[src/rtl/drop_sequencer.sv]
// drop_sequencer: frame-rate falling-piece FSM (gravity, lock delay, key auto-repeat).
// Define HARD_DROP_EN to add the space-bar hard drop state.
module drop_sequencer #(
  parameter int GRAVITY_FRAMES = 30,
  parameter int LOCK_FRAMES = 15,
  parameter int REPEAT_FRAMES = 8
) (
  input  logic       frame_clk,
  input  logic       Reset,
  input  logic [7:0] keycode,
  input  logic       blocked_down,
  input  logic       blocked_left,
  input  logic       blocked_right,
  input  logic       spawn_blocked,
  input  logic       lock_ack,
  output logic       move_left,
  output logic       move_right,
  output logic       move_down,
  output logic       rotate,
  output logic       spawn_req,
  output logic       lock_req,
  output logic [2:0] state,
  output logic       game_over
);
  typedef enum logic [2:0] {
    IDLE = 3'd0, SPAWN = 3'd1, FALL = 3'd2, LOCKING = 3'd3, LOCK_WAIT = 3'd4, GAME_OVER = 3'd5
`ifdef HARD_DROP_EN
    , HARD_DROP = 3'd6
`endif
  } state_t;
  state_t state_q;
  logic [9:0] grav_q, grav_d;
  logic [7:0] rep_q, rep_d, lock_q, lock_d, prev_q;
  logic pend_q, ml_q, mr_q, md_q, rot_q, spawn_q, lockr_q, go_q;
  logic is_l, is_r, is_rot, act_key, fresh, fire, want, lat, tick, down, hd;
  always_comb begin
    is_l = keycode == 8'h04;
    is_r = keycode == 8'h07;
    is_rot = keycode == 8'h1A;
    act_key = is_l || is_r || is_rot;
    fresh = keycode != prev_q;
    fire = act_key && (fresh || rep_q == 8'(REPEAT_FRAMES - 1));
    want = act_key && (fire || pend_q);
`ifdef HARD_DROP_EN
    hd = keycode == 8'h2C && fresh;
`else
    hd = 1'b0;
`endif
    lat = want && !hd;
    rep_d = (!act_key || fire) ? 8'd0 : (rep_q == 8'hFF ? rep_q : rep_q + 8'd1);
    tick = grav_q == 10'(GRAVITY_FRAMES - 1) || keycode == 8'h16;
    down = tick && !blocked_down;
    grav_d = tick ? 10'd0 : (grav_q == 10'h3FF ? grav_q : grav_q + 10'd1);
    lock_d = lock_q == 8'hFF ? lock_q : lock_q + 8'd1;
  end
  always_ff @(posedge frame_clk or posedge Reset) begin
    if (Reset) begin
      state_q <= IDLE;
      grav_q <= '0;
      rep_q <= '0;
      lock_q <= '0;
      prev_q <= '0;
      pend_q <= 1'b0;
      ml_q <= 1'b0;
      mr_q <= 1'b0;
      md_q <= 1'b0;
      rot_q <= 1'b0;
      spawn_q <= 1'b0;
      lockr_q <= 1'b0;
      go_q <= 1'b0;
    end else begin
      prev_q <= keycode;
      pend_q <= 1'b0;
      rep_q <= '0;
      ml_q <= 1'b0;
      mr_q <= 1'b0;
      md_q <= 1'b0;
      rot_q <= 1'b0;
      spawn_q <= 1'b0;
      case (state_q)
        IDLE: if (keycode == 8'h28) begin
          state_q <= SPAWN;
          spawn_q <= 1'b1;
        end
        SPAWN: begin
          grav_q <= '0;
          state_q <= spawn_blocked ? GAME_OVER : FALL;
          go_q <= spawn_blocked;
        end
        FALL: begin
          rep_q <= rep_d;
          grav_q <= grav_d;
          md_q <= down && !hd;
          // a key action that loses to move_down is replayed next frame
          pend_q <= down && lat;
          ml_q <= !down && lat && is_l && !blocked_left;
          mr_q <= !down && lat && is_r && !blocked_right;
          rot_q <= !down && lat && is_rot;
          if (tick && blocked_down) begin
            state_q <= LOCKING;
            lock_q <= '0;
          end
`ifdef HARD_DROP_EN
          if (hd) state_q <= HARD_DROP;
`endif
        end
        LOCKING: begin
          rep_q <= rep_d;
          ml_q <= lat && is_l && !blocked_left;
          mr_q <= lat && is_r && !blocked_right;
          rot_q <= lat && is_rot;
          if (!blocked_down) begin
            state_q <= FALL;
            grav_q <= '0;
          end else if (lock_q == 8'(LOCK_FRAMES - 1) && !hd) begin
            state_q <= LOCK_WAIT;
            lockr_q <= 1'b1;
            ml_q <= 1'b0;
            mr_q <= 1'b0;
            rot_q <= 1'b0;
          end else lock_q <= lock_d;
`ifdef HARD_DROP_EN
          if (hd) state_q <= HARD_DROP;
`endif
        end
        LOCK_WAIT: if (lock_ack) begin
          state_q <= SPAWN;
          lockr_q <= 1'b0;
          spawn_q <= 1'b1;
        end
        GAME_OVER: if (keycode == 8'h28) begin
          state_q <= IDLE;
          go_q <= 1'b0;
        end
`ifdef HARD_DROP_EN
        HARD_DROP: if (blocked_down) begin
          state_q <= LOCK_WAIT;
          lockr_q <= 1'b1;
        end else md_q <= 1'b1;
`endif
        default: state_q <= IDLE;
      endcase
    end
  end
  assign move_left = ml_q;
  assign move_right = mr_q;
  assign move_down = md_q;
  assign rotate = rot_q;
  assign spawn_req = spawn_q;
  assign lock_req = lockr_q;
  assign game_over = go_q;
  assign state = state_q;
endmodule

[config.mk]
export PLATFORM = sky130hd
export DESIGN_NAME = drop_sequencer
export DESIGN_NICKNAME = d
export VERILOG_FILES = /design/src/rtl/drop_sequencer.sv
export SDC_FILE = /design/constraint.sdc
export NUM_CORES = 1
export LEC_CHECK = 0
export BUFFER_PORTS_ARGS = -buffer_cell sky130_fd_sc_hd__buf_2
export CORE_MARGIN = 4
export CORE_UTILIZATION = 40
export DETAILED_ROUTE_END_ITERATION = 16
export GPL_ROUTABILITY_DRIVEN = 0
export HOLD_SLACK_MARGIN = 0.08
export PLACE_DENSITY = 0.64
export SLEW_MARGIN = 10
export SYNTH_ARGS = -nofsm -noshare
export SYNTH_HDL_FRONTEND = slang
export SYNTH_SLANG_ARGS = --single-unit
[constraint.sdc]
create_clock -name frame_clk -period 6.2 [get_ports frame_clk]
set_clock_uncertainty 0.15 [all_clocks]
set_input_delay 0.93 -clock frame_clk [delete_from_list [all_inputs] [get_ports frame_clk]]
set_output_delay 0.93 -clock frame_clk [all_outputs]
set_load 0.005 [all_outputs]
# --- Word level (Yosys, flattened, before mapping) ---
# Cells that the tools add are included.
totals:
  reg_bits: 45
  word_cells: 123
op_classes:
  reduce_logical: 38
  muxes: 40
  eq_ne: 29
  addsub: 3
op_table:
  columns: ["op", "n"]
  rows:
  - ["8-bit two-way mux", 7]
  - ["10-bit two-way mux", 3]
  - ["10-bit one-hot mux with 3 select lines", 1]
  - ["8-bit by 3-bit equality test with 1-bit output, second input constant", 3]
  - ["3-bit two-way mux", 7]
  - ["2-bit inequality test, second input constant", 9]
  - ["3-bit one-hot mux with 6 select lines", 1]
  - ["8-bit by 1-bit adder with 8-bit output, second input constant", 2]
  - ["8-bit by 5-bit equality test with 1-bit output, second input constant", 2]
  - ["8-bit equality test, second input constant", 2]
  - ["1-bit logical AND", 16]
  - ["8-bit one-hot mux with 2 select lines", 1]
  - ["1-bit two-way mux", 14]
  - ["1-bit one-hot mux with 2 select lines", 6]
  - ["10-bit by 1-bit adder with 10-bit output, second input constant", 1]
  - ["10-bit equality test, second input constant", 1]
  - ["10-bit by 5-bit equality test with 1-bit output, second input constant", 1]
  - ["5-bit AND reduction", 2]
  - ["3-bit inequality test, second input constant", 3]
  - ["8-bit by 4-bit equality test with 1-bit output, second input constant", 1]
  - ["8-bit by 6-bit equality test with 1-bit output, second input constant", 1]
  - ["8-bit inequality test", 1]
  - ["3-bit by 2-bit equality test with 1-bit output, second input constant", 2]
  - ["3-bit equality test, second input constant", 2]
  - ["other kinds (10)", 21]

# --- Depth between registers and ports, before layout ---
depth:
  word_depth: 11
  mapped_depth: 8
  ltp_nobuf: 7

# --- Least setup slack after synthesis ---
# Ideal clock, no wire load.
synth_timing:
  path_kind: "input port to flip-flop"
  startpoint: "input keycode[3]"
  endpoint: "register rep_q[6]"
  path_buffers: 1
  path_stages: 6
  slack_ps: 3590
  arrival_time_ps: 2380
  path_cell_list: "or4b_4 -> a2111oi_4 -> a21oi_2 -> or3_1 -> buf_6 -> nor3_4"
synth_via:
  elab_chain_len: 7
  elab_cells_between_ends: 13
synth_rtl:
  columns: ["item", "line", "text"]
  rows:
  - ["from (decl)", "10", "input logic [7:0] keycode,"]
  - ["8-bit by 3-bit equality test with 1-bit output, on equally long branches", "37, 38", null]
  - ["1-bit logical OR (2 in a row)", "40", "act_key = is_l || is_r || is_rot;"]
  - ["1-bit zero test / 1-bit logical AND (equally long branches)", "50, 42", null]
  - ["1-bit logical OR (*)", "50", "rep_d = (!act_key || fire) ? 8'd0 : (rep_q == 8'hFF ? rep_q : rep_q + 8'd1);"]
  - ["8-bit two-way mux", "50", null]
  - ["8-bit two-way mux", "80", "case (state_q)"]
  - ["to (signal assigned)", "91", "rep_q <= rep_d;"]
  - ["to (signal assigned)", "108", "rep_q <= rep_d;"]
  - ["to (decl)", "33", "logic [7:0] rep_q, rep_d, lock_q, lock_d, prev_q;"]
# Every way passes the cells marked *; elsewhere a longest branch is shown, timed or not.
# A chain may end at the register's enable or synchronous reset.

# --- Worst setup path in the final report ---
layout_timing:
  startpoint: "input keycode[5]"
  endpoint: "register ml_q, in the netlist move_left"
layout_via:
  elab_chain_len: 11
  elab_cells_between_ends: 22
layout_rtl:
  columns: ["item", "line", "text"]
  rows:
  - ["8-bit by 3-bit equality test with 1-bit output, on equally long branches", "37, 38", null]
  - ["1-bit logical OR (2 in a row)", "40", null]
  - ["1-bit logical AND", "42", "fire = act_key && (fresh || rep_q == 8'(REPEAT_FRAMES - 1));"]
  - ["1-bit logical OR", "43", "want = act_key && (fire || pend_q);"]
  - ["1-bit logical AND", "43", null]
  - ["1-bit logical AND (2 in a row)", "109", "ml_q <= lat && is_l && !blocked_left;"]
  - ["1-bit two-way mux", "115", "end else if (lock_q == 8'(LOCK_FRAMES - 1) && !hd) begin"]
  - ["1-bit two-way mux", "112", "if (!blocked_down) begin"]
  - ["1-bit one-hot mux with 2 select lines (*)", "80", null]
  - ["to (signal assigned)", "96", "ml_q <= !down && lat && is_l && !blocked_left;"]
  - ["to (signal assigned)", "109", null]
  - ["to (decl)", "34", "logic pend_q, ml_q, mr_q, md_q, rot_q, spawn_q, lockr_q, go_q;"]
# Marked as above.

==> flow_summary_export.csv <==
group,metric,value,unit
synthesis,ys.flop_type,"dfrtp_1",
clock_tree,worstSkewPairLatency,300,ps
setup_path,cp-end-kind,"flip-flop",
routing,drcViolationCount,0,
routing,routed.top_layer,"met4",
routing,drt-initial-drc-count,187,
finish,register_area,0.00113,sq mm
routing,route.met2.wl,2.47,mm
sta,rsz0062_at_grt,"no",
finish,fillCellCount,578,
routing,routed_wl,5.35,mm
synthesis,yosys.area.top_type,"dfrtp_1",
floorplan,row_count,28,
sta,finalSetupViolCount,0,
clock_tree,h-tree-depth,2,
worst_hold_path,hp-class,"flip-flop to flip-flop",
setup_path,cp.arrival,2700,ps
clock_tree,cts_buffers,5,
clock_tree,cts_buffer_depth,2,
setup_path,r2r_start,"state[0]$_DFFE_PP0P_",
synthesis,ys_seq_area_frac,0.443,
synthesis,ys_ff_latch,45,
synthesis,synth_area_per_cell,9.60,sq um
setup_path,required,6270,ps
clock_tree,cts_tree,"built",
grt,grt_max_degree,46,
worst_hold_path,hold_start,"lock_req$_DFFE_PP0P_",
synthesis,synth_edf_count,0,
synthesis,yosys_warnings,0,
sta,fin_crit_sh,0.424,
routing,vias_per_cell,5.56,
pwr,vdd_ir_drop_max,0.185,mV
clock_tree,cts_resized,0,
worst_hold_path,holdPathStages,2,
finish,finalNetCount,307,
synthesis,synth_common_cells,"dfrtp_1, nor2_1, nand3_1, nand2_1, inv_1",
routing,firstDrtPassIters,4,
routing,m1WireLength,2.58,mm
floorplan,die_width,87.7,microns
sta,min_period,2630,ps
setup_path,worst-r2r-cell-count,5,
job,drv_cap,0,
placed_design,portBuffers,24,
clock_tree,post_cts.repair.setup_buffers,0,
synthesis,yosys-top-cells-area,"dfrtp_1, nand3_1, nor2_1, nand2_1, ha_1",
grt,gr-total-overflow,0,
pwr,power_density,299,mW/mm^2
setup_path,crit_fanout,14,
grt,antenna_found_initial,0,
pwr,p_leak,1.19,nW
finish,final_layout_size_suffix_gt1_frac,0.167,
setup_path,crit_type,"input port to flip-flop",
routing,postRouteAntennaNets,0,
synthesis,postSynth.asyncResetShare,1.00,
placed_design,post_dp_cell_area,0.00271,sq mm
run_status,outcome,"complete, no violations",
synthesis,yosys.area.top_type_share,0.443,
routing,met3RoutedLength,239,microns
synthesis,syn-cell-area,0.00254,sq mm
floorplan,num_io_pins,25,
sta,maxSlewViolCount,0,
worst_hold_path,min_to,"lock_req$_DFFE_PP0P_",
grt,grtUsageTotal,0.152,
sta,slew_headroom,0.370,
routing,routed-via-count,2019,
synthesis,synth_most_common_cell,"dfrtp_1",
sta,hold_viol_final,0,
grt,grt_pass1_vias,1862,
finish,stdcell_area,0.00280,sq mm
floorplan,coreArea,0.00606,sq mm
routing,post_drt_wl_per_cell,14.7,microns
setup_path,worstSetupStartpointType,"input port",
clock_tree,cts_root_buffer,"clkbuf_8",
floorplan,fp.dieArea,0.00770,sq mm
finish,multi_input_area,0.00132,sq mm
finish,area_delta_synth_final,10.1,%
floorplan,die_h,87.7,microns
finish,antenna_cells,0,
sta,tns,0,ps
clock_tree,cts.clk_slew.worst_paths,90,ps
clock_tree,cts-hold-fix-buffers,0,
synthesis,syn-num-nets,285,
clock_tree,clkSinkCount,45,
sta,fmaxAchievable,381,MHz
synthesis,yosysUniqueCellTypes,62,
synthesis,synthCells,265,
grt,grt_pass1_wl,9.11,mm
setup_path,r2r_slack,3660,ps
placed_design,dp.final_hpwl,3.86,mm
floorplan,start_util,0.420,
sta,worstMarginPinSlew,943,ps
setup_path,regToRegEndpoint,"lock_q[1]$_DFFE_PP0P_",
## per-stage QoR
step           worst slack (ps)  hold WS [ps]  power (mW)  instances  utilization
2_1_floorplan              3590           340       0.581        265            -
3_3_place_gp               3290           339       0.651        355        0.447
3_5_place_dp               3210           340       0.654        355        0.447
4_1_cts                    3540           360       0.844        363        0.462
5_1_grt                    3400           398       0.904        363        0.462
6_report                   3570           354       0.837        363        0.462
## worst max-delay path: stages
cell	delay, ps
buf_2	160
and4bb_2	280
a211o_1	320
nor2_1	600
a21oi_1	180
nor3_1	230
## how the worst max path moves through the flow
| stage | startpoint | to | slack, ps | cells after the start |
|---|---|---|---|---|
| finish | keycode[5] | move_left$_DFF_PP0_ | 3570 | 6 |
| global route | keycode[5] | move_right$_DFF_PP0_ | 3400 | 6 |
| CTS | keycode[5] | move_left$_DFF_PP0_ | 3540 | 6 |
| detailed placement | keycode[5] | move_left$_DFF_PP0_ | 3210 | 6 |
| global placement | keycode[5] | move_left$_DFF_PP0_ | 3290 | 6 |
| floorplan | keycode[3] | rep_q[6]$_DFFE_PP0P_ | 3590 | 6 |
## state kept, by name (all words and copies together), names as in the netlist
register    cells
spawn_req       1
lock_q          8
rotate          1
rep_q           8
prev_q          8
lock_req        1
move_right      1
grav_q         10
game_over       1
pend_q          1
state           3
move_down       1
move_left       1
## placed cells by master (no fill, tap or decap), types with 2 or more instances in the layout
| cell | count |
|---|---|
| nand4_1 | 7 |
| clkbuf_8 | 5 |
| ha_1 | 5 |
| nand2_1 | 19 |
| nand3_1 | 21 |
| buf_2 | 24 |
| nor2b_1 | 3 |
| xnor2_1 | 7 |
| nand2b_1 | 3 |
| or4_2 | 2 |
| a32o_1 | 3 |
| nor4_1 | 3 |
| mux2i_1 | 4 |
| or3_1 | 4 |
| nor3_1 | 11 |
| xor2_1 | 5 |
| and2_1 | 6 |
| a211oi_1 | 2 |
| o32ai_1 | 3 |
| o21ai_0 | 8 |
| o211ai_1 | 5 |
| inv_1 | 12 |
| dfrtp_1 | 45 |
| a221o_1 | 3 |
| nor4b_1 | 3 |
| nor2_1 | 27 |
| and3_1 | 6 |
| a21oi_1 | 6 |
## cells by family after synthesis
| family | count (synthesis) | synth area share |
|---|---|---|
| AO/OA/AOI/OAI | 46 | 0.147 |
| XOR/XNOR | 12 | 0.0413 |
| adder cells (fa/ha/maj) | 5 | 0.0246 |
| buffers and inverters | 22 | 0.0379 |
| flip-flops | 45 | 0.443 |
| multiplexers | 6 | 0.0246 |
| AND/OR/NAND/NOR | 129 | 0.282 |
## area by class of cell
type	count	share of cell area
Clock inverter	3	0.00760
Sequential cell	45	0.402
Inverter	13	0.0174
Multi-Input combinational cell	198	0.472
Tap cell	75	0.0335
Timing Repair Buffer	24	0.0429
Clock buffer	5	0.0246
## report_power, final
group,switching [mW],internal [mW]
clock network,0.109,0.0801
registers,0.0681,0.330
logic,0.146,0.104
## metal layers
layer / vias to the layer above / global-route usage
li1: 1020 / -
met1: 947 / 0.218
met2: 47 / 0.230
met3: 5 / 0.0395
met4: 0 / 0.0377
met5: - / 0
Note: power is estimated with default switching activity, not from simulation.
